[src/rtl/ucie_ctl_sb_tx_arbiter.sv]
// Sideband TX arbiter: shares the adapter sideband transmit channel between internal
// message sources, with response priority, round-robin fairness, timeout, gap and flush.
module ucie_ctl_sb_tx_arbiter #(
    parameter int unsigned N_REQ      = 4,
    parameter int unsigned TIMEOUT    = 1024,
    parameter int unsigned GAP_CYCLES = 2
) (
    input  logic                 i_clk,
    input  logic                 i_rst_n,
    input  logic [N_REQ-1:0]     i_req_valid,
    input  logic [5*N_REQ-1:0]   i_req_msg,
    output logic [N_REQ-1:0]     o_req_ack,
    output logic [N_REQ-1:0]     o_req_drop,
    output logic                 o_sb_valid,
    output logic [4:0]           o_sb_msg,
    input  logic                 i_sb_ready,
    input  logic                 i_flush,
    output logic                 o_busy
);

    localparam int unsigned IW = (N_REQ > 1) ? $clog2(N_REQ) : 1;
    localparam int unsigned TW = $clog2(TIMEOUT);
    localparam int unsigned GW = (GAP_CYCLES > 1) ? $clog2(GAP_CYCLES) : 1;

    typedef enum logic [1:0] {
        ST_IDLE = 2'd0,
        ST_SEND = 2'd1,
        ST_GAP  = 2'd2
    } state_t;

    state_t           state;
    logic [IW-1:0]    rr_ptr;
    logic [IW-1:0]    grant_idx;
    logic [TW-1:0]    to_cnt;
    logic [GW-1:0]    gap_cnt;

    logic [N_REQ-1:0] rsp_mask;
    logic [N_REQ-1:0] cand_mask;
    logic             win_found;
    logic [IW-1:0]    win_idx;
    logic [4:0]       win_msg;
    logic [IW-1:0]    rr_next;

    // Winner select: responses (msg[3]) first, then round-robin from rr_ptr with wrap.
    always_comb begin
        rsp_mask  = '0;
        win_found = 1'b0;
        win_idx   = '0;
        win_msg   = '0;
        for (int k = 0; k < N_REQ; k++) begin
            rsp_mask[k] = i_req_valid[k] & i_req_msg[5*k+3];
        end
        cand_mask = (|rsp_mask) ? rsp_mask : i_req_valid;
        for (int j = 0; j < N_REQ; j++) begin
            if (!win_found && cand_mask[j] && (IW'(j) >= rr_ptr)) begin
                win_found = 1'b1;
                win_idx   = IW'(j);
                win_msg   = i_req_msg[5*j +: 5];
            end
        end
        for (int j = 0; j < N_REQ; j++) begin
            if (!win_found && cand_mask[j]) begin
                win_found = 1'b1;
                win_idx   = IW'(j);
                win_msg   = i_req_msg[5*j +: 5];
            end
        end
        rr_next = (win_idx == IW'(N_REQ - 1)) ? '0 : win_idx + IW'(1);
    end

    // Main FSM with registered outputs; flush overrides every state.
    always_ff @(posedge i_clk or negedge i_rst_n) begin
        if (!i_rst_n) begin
            state      <= ST_IDLE;
            o_sb_valid <= 1'b0;
            o_sb_msg   <= '0;
            o_req_ack  <= '0;
            o_req_drop <= '0;
            o_busy     <= 1'b0;
            rr_ptr     <= '0;
            grant_idx  <= '0;
            to_cnt     <= '0;
            gap_cnt    <= '0;
        end else begin
            o_req_ack  <= '0;
            o_req_drop <= '0;
            if (i_flush) begin
                state      <= ST_IDLE;
                o_sb_valid <= 1'b0;
                o_busy     <= 1'b0;
                to_cnt     <= '0;
                gap_cnt    <= '0;
            end else begin
                case (state)
                    ST_IDLE: begin
                        if (win_found) begin
                            state      <= ST_SEND;
                            grant_idx  <= win_idx;
                            o_sb_msg   <= win_msg;
                            o_sb_valid <= 1'b1;
                            o_busy     <= 1'b1;
                            rr_ptr     <= rr_next;
                            to_cnt     <= '0;
                        end
                    end
                    ST_SEND: begin
                        // Ready takes precedence over a coincident timeout.
                        if (i_sb_ready) begin
                            o_req_ack  <= N_REQ'(1) << grant_idx;
                            o_sb_valid <= 1'b0;
                            state      <= ST_GAP;
                            to_cnt     <= '0;
                            gap_cnt    <= '0;
                        end else if (to_cnt == TW'(TIMEOUT - 1)) begin
                            o_req_drop <= N_REQ'(1) << grant_idx;
                            o_sb_valid <= 1'b0;
                            state      <= ST_GAP;
                            to_cnt     <= '0;
                            gap_cnt    <= '0;
                        end else begin
                            to_cnt <= to_cnt + TW'(1);
                        end
                    end
                    ST_GAP: begin
                        if (gap_cnt == GW'(GAP_CYCLES - 1)) begin
                            state   <= ST_IDLE;
                            o_busy  <= 1'b0;
                            gap_cnt <= '0;
                        end else begin
                            gap_cnt <= gap_cnt + GW'(1);
                        end
                    end
                    default: begin
                        state      <= ST_IDLE;
                        o_sb_valid <= 1'b0;
                        o_busy     <= 1'b0;
                    end
                endcase
            end
        end
    end

endmodule

[config.mk]
export PLATFORM = sky130hd
export DESIGN_NAME = ucie_ctl_sb_tx_arbiter
export DESIGN_NICKNAME = d
export VERILOG_FILES = /design/src/rtl/ucie_ctl_sb_tx_arbiter.sv
export SDC_FILE = /design/constraint.sdc
export NUM_CORES = 1
export LEC_CHECK = 0
export CORE_MARGIN = 2
export CORE_UTILIZATION = 35
export CTS_BUF_LIST = sky130_fd_sc_hd__clkbuf_4 sky130_fd_sc_hd__clkbuf_8
export DETAILED_ROUTE_END_ITERATION = 8
export GPL_ROUTABILITY_DRIVEN = 0
export GPL_TIMING_DRIVEN = 1
export PLACE_DENSITY = 0.65
export SLEW_MARGIN = 5
export SYNTH_ARGS = -nofsm -noshare
export SYNTH_HDL_FRONTEND = slang
export SYNTH_SLANG_ARGS = --single-unit
[constraint.sdc]
create_clock -name i_clk -period 5.37 [get_ports i_clk]
set_clock_uncertainty 0.1 [all_clocks]
set_input_delay 1.074 -clock i_clk [delete_from_list [all_inputs] [get_ports i_clk]]
set_output_delay 1.074 -clock i_clk [all_outputs]
set_load 0.01 [all_outputs]
# Word level (Yosys, flattened, before mapping)
# Index checks and enable logic that the tools add are counted.
# word_totals
latch_bits	0
out_inout_bits	15
rom_bits	0
word_cells	114
inputBits	28
ram_bits	0
memories	0
regBits	32
# op_classes
shifts	1
n_eq_ne	9
n_mux	54
reduce_logical	28
n_div	0
bitwise_logic	5
addsub	3
mul	0
magnitude_cmp	4
# op_table
operator	n
$mux W10	4
$mux W5	8
$mux W4	8
$mux W2	12
$pmux W10 S2	1
$mux W1	17
$reduce_and A3 Y1	4
$logic_and A1 B1 Y1	11
$add A10 B1 Y10 const B	1
$eq A10 B10 Y1 const B	1
$logic_not A1 Y1	7
$ne A3 B3 Y1 const B	2
$pmux W1 S3	2
$pmux W2 S3	1
$reduce_bool A3 Y1	2
$and A1 B1 Y1	4
$eq A2 B2 Y1 const B	2
$ge A1 B2 Y1 const A	2
$ge A2 B2 Y1 const A	2
$ne A2 B2 Y1 const B	2
$ne A4 B4 Y1 const B	1
$reduce_and A2 Y1	2
$reduce_or A4 Y1	1
$shl A1 B2 Y4 const A	1
other kinds (6)	6

# Longest topological paths before layout
# Gate-level depths: netlist (run 1).
# depth
word_depth	32
ltp_mapped	8
mapped_depth_nobuf	7

# Least setup slack after synthesis (run 1)
# Ideal clock, no wire load.
# synth_path
kind	in2reg
startpoint	in i_req_msg[8]
endpoint	reg o_sb_msg[1]
required_ns	5.136
setup_slack_ns	2.595
arrival_ns	2.541
path_buffers	2
setup_ns	0.134
cell_stages	8
path_cell_list	buf_2 -> a22oi_1 -> o211ai_1 -> nand4_4 -> buf_6 -> or2_2 -> o211ai_1 -> o22ai_1
# synth_via
elab_chain_cells	30
elab_cells_between_ends	38
classes_between	17 x mux; 1 x bitwise; 20 x reduce/logical
# synth_rtl
element	line	rtl
start: declaration	11	input logic [5*N_REQ-1:0] i_req_msg,
$and A1 B1 Y1 *	51	rsp_mask[k] = i_req_valid[k] & i_req_msg[5*k+3];
$reduce_or A4 Y1	53	cand_mask = (|rsp_mask) ? rsp_mask : i_req_valid;
$mux W4 *	53	
$logic_and A1 B1 Y1	55	if (!win_found && cand_mask[j] && (IW'(j) >= rr_ptr)) begin
$mux W1	55	
$logic_not A1 Y1	55	
$logic_and A1 B1 Y1 (2 in series)	55	
$mux W1	55	
[13 not listed]	-	
$mux W1	62	if (!win_found && cand_mask[j]) begin
$logic_not A1 Y1	62	
$logic_and A1 B1 Y1	62	
$mux W1	62	
$logic_not A1 Y1	62	
$logic_and A1 B1 Y1	62	
$mux W1	62	
$reduce_and A3 Y1 (no line)	-	
end signal: assignment	99	o_sb_msg <= win_msg;
end: declaration	15	output logic [4:0] o_sb_msg,
# Every way passes the cells marked *; elsewhere a longest branch is shown, timed or not.
# A chain may end at the register's enable or synchronous reset.

# Final worst setup path (run 1)
# layout_path
startpoint	in i_req_msg[3]
endpoint	reg o_sb_msg[2]
# The elaborated chain is that of the path after synthesis.

==> metrics.txt, run 1 <==
outcome completed; Reg2Reg Depth 6; syn_nets approximately 260; layout cell share with drive strength beyond 1 5.90%; initial core utilization 36.0%; root buf cell clkbuf_8; vias in the first global route 1806; clock transition at the registers of the reported paths 70 ps; routed vias 1853; fill count 553; Final WS setup about 2000 ps; FF-to-FF Start rr_ptr[1]$_DFFE_PN0P_; Worst Setup End Kind register; crit path launch type input port; DRT antenna net count 0; list of most frequent post-synthesis cells dfrtp_1, nor2_1, nand2_1; most common cell in the netlist dfrtp_1; initial antenna violation count 0; Core ar. around 0.0055 mm^2; PostCTS Resize Cnt 0; slowest stage delay, CP 530 ps; IO Pins 43; sequential share of the synthesized area around two fifths; die area 0.00624 mm^2; TNS Setup 0 ps; CTS tree done; chip width 79.0 um; Netlist Area Pre-Place 0.00197 mm^2; Worst Setup Path Type input port to register; RSZ-0062 raised after global routing no; WP data required ~5400 ps; Pre-Repair DR Iteration Count 4; startpoint of the worst hold path to_cnt[8]$_DFFE_PN0P_; first-pass GRT wire length around 8300 um; Syn Inst Count 229; Multi-input gate area 0.00107 mm^2; Synth top area share 40.7%; area delta synth->final 29.6%; maximum VDD drop 201 uV; Setup violations, final 0; Ant. Diodes 0; final WL 4790 um; worst slack, placed 1750 ps; setup repair bufs after CTS 0; Layout Nets 299; number of flops mapped to enable cells by yosys 0; Tcrit/Tclk final 62.6%; CTS Buf Count 5; relative slew slack between 50% and 60%; worst path cell trace clkdlybuf4s50_1, a222oi_1, o21ai_2, nand4_4, o21ai_0, a2111oi_0, o21ai_1; Critical path buffers and inverters 1; Worst Hold Class register to register; register bit total from synthesis 32; pwr dens roughly 340 mW/mm^2; initial DRC count 120; async set-reset flop share out of synthesis 100%; CP delay by family, top compound AO/OA/AOI/OAI gates; Hold Crit Depth 1; worst path arrival time between 3000 and 4000 ps; CP max FO 15; Synth cell types 51; Hold EP to_cnt[8]$_DFFE_PN0P_; Yosys top cell by area dfrtp_1; hold buffers post-CTS 0; Sequential Area 801 um^2; Rows 27; CP max-delay cell a222oi_1; Syn Area/Cell ~8.6 um^2; CTS Buffer Depth 2; Skew-Pair Late Insertion Delay 280 ps; Die Span Y a little under 80 um; PortBufs 42; Peak Freq 0.297 GHz; Pleak 0.00101 uW; dpl hpwl around 3500 um; flop-to-flop setup slack 3180 ps; top_reg_cell synth dfrtp_1; Final Hold Vio Count 0; reg2reg end o_sb_msg[2]$_DFFE_PN0P_; synth warn 0; H-tree level count 2; average wire per standard cell 14.0 um; Area contributors post-synth dfrtp_1, o21ai_0, nor2_1; gr usage total between 10% and 20%; largest net degree at the start of global routing 33; max-cap check violation count 0; fin crit period 3360 ps; worst slew pin tran between 600 and 700 ps; # DRC 0; GRT overflow 0; Vias/cell 5.40; Max Slew Vio Count 0; clk sinks 32
[metrics by stage]
step	hold WS, ps	utilization [%]	total power [uW]	area, um^2	instances
floorplan	341	-	521	1970	229
global placement	373	44.6	634	2440	335
detailed placement	371	44.6	639	2440	335
CTS	381	46.6	872	2550	343
global route	422	46.6	919	2550	343
finish	383	46.6	866	2550	343
[cell type report]
cell class / count / area share (%)
clock buffer: 6 / 2.99
clock inverter: 2 / 1.37
inverter: 12 / 1.77
multi-input combinational: 176 / 42.1
sequential: 32 / 31.4
tap: 72 / 3.53
timing repair buffer: 43 / 16.8
[layout by cell type (no fill, tap or decap), types with 2 or more instances in the layout]
| cell type | count |
|---|---|
| clkbuf_8 | 5 |
| nand4_1 | 8 |
| a22oi_1 | 2 |
| o21a_1 | 2 |
| and4_1 | 2 |
| o211ai_1 | 6 |
| a2111oi_0 | 4 |
| o21bai_1 | 3 |
| nor3_1 | 12 |
| inv_1 | 12 |
| a31oi_1 | 5 |
| dfrtp_1 | 32 |
| nor2_1 | 26 |
| a21boi_0 | 3 |
| nand3_1 | 9 |
| a21oi_1 | 6 |
| a222oi_1 | 3 |
| nand2_1 | 23 |
| or3_1 | 2 |
| o21ai_0 | 21 |
| mux2i_1 | 3 |
| clkdlybuf4s50_1 | 42 |
| or2_2 | 2 |
| a22o_1 | 2 |
| o21ai_1 | 3 |
| nand2b_1 | 4 |
| a21o_1 | 3 |
[layer usage]
layer  vias to the layer above  global-route usage [%]  wire length [um]
met2                        57                    26.4              2230
met5                         -                       0                 0
met3                         7                    2.61               213
met4                         0                    5.52                64
li1                        931                       -                 -
met1                       858                    22.7              2290
[cell families after synthesis]
group	synth area share, %
and+or+nand+nor	23.6
AOI/OAI and AO/OA	27.5
DFF	40.7
buffers and inverters	4.70
muxes	1.53
xor gates and xnor gates	0.890
adders and majority gates	1.14
[power breakdown]
part | total (uW) | internal (uW) | switching (uW)
combinational | 305 | 143 | 162
sequential | 332 | 286 | 45.9
clock | 229 | 143 | 86.4
total | 866 | 572 | 294
[state kept, by name (all words and copies together) (netlist names)]
| name | flops |
|---|---|
| gap_cnt | 1 |
| grant_idx | 2 |
| o_busy | 1 |
| o_req_ack | 4 |
| o_req_drop | 4 |
| o_sb_msg | 5 |
| o_sb_valid | 1 |
| rr_ptr | 2 |
| state | 2 |
| to_cnt | 10 |
[worst register-to-register path, cell delays in order (launching register included)]
cell and delay [ps]:
dfrtp_1 420, nand2_1 200, o211ai_1 220, nand4_4 290, o31a_1 550, mux2i_1 210, o21ai_1 80
[how the worst max path moves through the flow]
stage	end	startpoint	cells past startpoint
after global placement	o_sb_msg[2]$_DFFE_PN0P_	i_req_msg[3]	7
final	o_sb_msg[2]$_DFFE_PN0P_	i_req_msg[3]	7
after global routing	o_sb_msg[2]$_DFFE_PN0P_	i_req_msg[3]	7
after CTS	o_sb_msg[2]$_DFFE_PN0P_	i_req_msg[3]	7
after detailed placement	o_sb_msg[2]$_DFFE_PN0P_	i_req_msg[3]	7
after floorplan	o_sb_msg[1]$_DFFE_PN0P_	i_req_msg[8]	8
(Power assumes the default switching activity.)
==> run 2: changes to the inputs <==
--- a/config.mk
+++ b/config.mk
@@ -11,7 +11,7 @@
 export DETAILED_ROUTE_END_ITERATION = 8
 export GPL_ROUTABILITY_DRIVEN = 0
 export GPL_TIMING_DRIVEN = 1
-export PLACE_DENSITY = 0.65
+export PLACE_DENSITY = 0.67
 export SLEW_MARGIN = 5
 export SYNTH_ARGS = -nofsm -noshare
 export SYNTH_HDL_FRONTEND = slang
==> constraint.sdc (replaced) <==
create_clock -name i_clk -period 3 [get_ports i_clk]
set_clock_uncertainty 0.1 [all_clocks]
set_input_delay 0.6 -clock i_clk [delete_from_list [all_inputs] [get_ports i_clk]]
set_output_delay 0.6 -clock i_clk [all_outputs]
set_load 0.01 [all_outputs]
==> run 2 against run 1 <==
Effect of this change: count of clock-buffer cells in the layout down 1; die area did not move; critical path depth unchanged; non-clock buffer count rose by 14; power grew 84%; global-route usage increased by 0.20 points; wire length fell by 0.94%; sequential share of layout area down 1.3 points; cell area is 4.2% higher; combinational power up 92%; clock power up 82%.
==> metrics.txt, run 2 (synthesized netlist as in run 1, its figures left out) <==
Worst Setup End Kind register; fin area 0.00266 mm^2; CTS tree done; Pre-Repair DR Iteration Count 4; dpl hpwl 3580 um; chip width 79.0 um; Final Hold Vio Count 0; first-pass GRT wire length 8380 um; Worst Setup Path Type input port to register; worst path cell trace clkdlybuf4s50_1, a222oi_1, o21ai_2, nand4_4, o21ai_0, a2111oi_0, o21ai_1; Peak Freq 0.362 GHz; fin crit period 2760 ps; initial core utilization a little over a third; Layout Nets between 300 and 400; gr usage total 16.7%; PostCTS Resize Cnt 0; RSZ-0062 raised after global routing no; initial DRC count 104; root buf cell clkbuf_8; Largest Register to_cnt; initial antenna violation count 0; clock transition at the registers of the reported paths approximately 70 ps; Setup violations, final 0; crit path launch type input port; relative slew slack 65.5%; max reg flops 10; layout cell share with drive strength beyond 1 10.5%; outcome completed; most common cell after layout, fill and taps aside clkdlybuf4s50_1; final WL between 4000 and 5000 um; vias in the first global route about 1900; CP max FO 10; Rows 27; worst path arrival time 2810 ps; final std cells w/o fill 357; CTS Buffer Depth 2; Pleak approximately 0.0011 uW; clk sinks 32; IO Pins 43; Max Slew Vio Count 0; routed vias 1880; Worst Hold Class register to register; setup repair bufs after CTS 0; Core ar. 0.00547 mm^2; area delta synth->final 35.0%; Skew-Pair Late Insertion Delay 290 ps; CP max-delay cell a2111oi_0; Die Span Y between 70 and 80 um; DRT antenna net count 0; Placed Area around 0.0025 mm^2; maximum VDD drop 258 uV; CTS Buf Count 5; H-tree level count 2; slowest stage delay, CP 540 ps; # DRC 0; PortBufs 42; WP data required ~3100 ps; largest net degree at the start of global routing 33; Placed Instances 349; pwr dens 598 mW/mm^2; total power ~1600 uW; max-cap check violation count 0; Ant. Diodes 0; Tcrit/Tclk final between 90 and 100%; final core utilization 48.5%; top flop regs to_cnt: 10 flops, o_sb_msg: 5 flops; average wire per standard cell 13.3 um; die area 0.00624 mm^2; TNS Setup 0 ps; most frequent cells in the layout clkdlybuf4s50_1, dfrtp_1, nor2_1; worst slew pin tran around 520 ps; hold buffers post-CTS 0; Vias/cell ~5.3; GRT overflow 0
[run 2: cell type report]
type                    instances  area, um^2
fillers                       557        2820
multi-input cells             176        1080
flip-flops and latches         32         801
repair buffers                 57         533
well taps                      72        90.1
clock buffers                   5        68.8
inverters                      12        45.0
clock inverters                 3        42.5
[run 2: critical path, delay by kind of cell]
kind | cells | cell delay [ps]
buffers and inverters | 1 | 490
AO/OA/AOI/OAI | 5 | 1540
AND/OR/NAND/NOR | 1 | 180
[run 2: layer usage]
layer  track usage [%]  up-vias  part of all wire (%)
li1                  -      958                     -
met1              22.5      868                    50
met2              26.4       46                    44
met3              3.98        8                   4.0
met4              5.34        0                   1.6
met5                 0        -                     0
[run 2: power breakdown]
| group | total (uW) | leakage [uW] | internal [uW] | switching [uW] |
|---|---|---|---|---|
| Clock | 417 | 0.0000541 | 246 | 171 |
| Sequential | 587 | 0.000422 | 511 | 75.6 |
| Combinational | 585 | 0.000599 | 288 | 298 |
| Total | 1590 | 0.00108 | 1040 | 544 |
[run 2: through the flow]
stage / hold WS, ps / worst slack, ps
after CTS: 385 / 248
after detailed placement: 384 / -50.5
after floorplan: 204 / 699
after global placement: 370 / -1.98
final: 384 / 236
after global routing: 399 / 67.3
[run 2: worst paths after layout]
check                                      startpoint                  endpoint  slack, ps  depth (start not counted)
min in group asynchronous                     i_rst_n   o_req_drop[3]$_DFF_PN0_        610                          2
worst min register to register  to_cnt[8]$_DFFE_PN0P_     to_cnt[8]$_DFFE_PN0P_        380                          1
worst max-delay path                   i_req_valid[0]   o_sb_msg[2]$_DFFE_PN0P_        240                          7
worst max register to register  rr_ptr[1]$_DFFE_PN0P_   o_sb_msg[2]$_DFFE_PN0P_        800                          6
max in group asynchronous                     i_rst_n  grant_idx[1]$_DFFE_PN0P_       1890                          2
worst min-delay path            to_cnt[8]$_DFFE_PN0P_     to_cnt[8]$_DFFE_PN0P_        380                          1
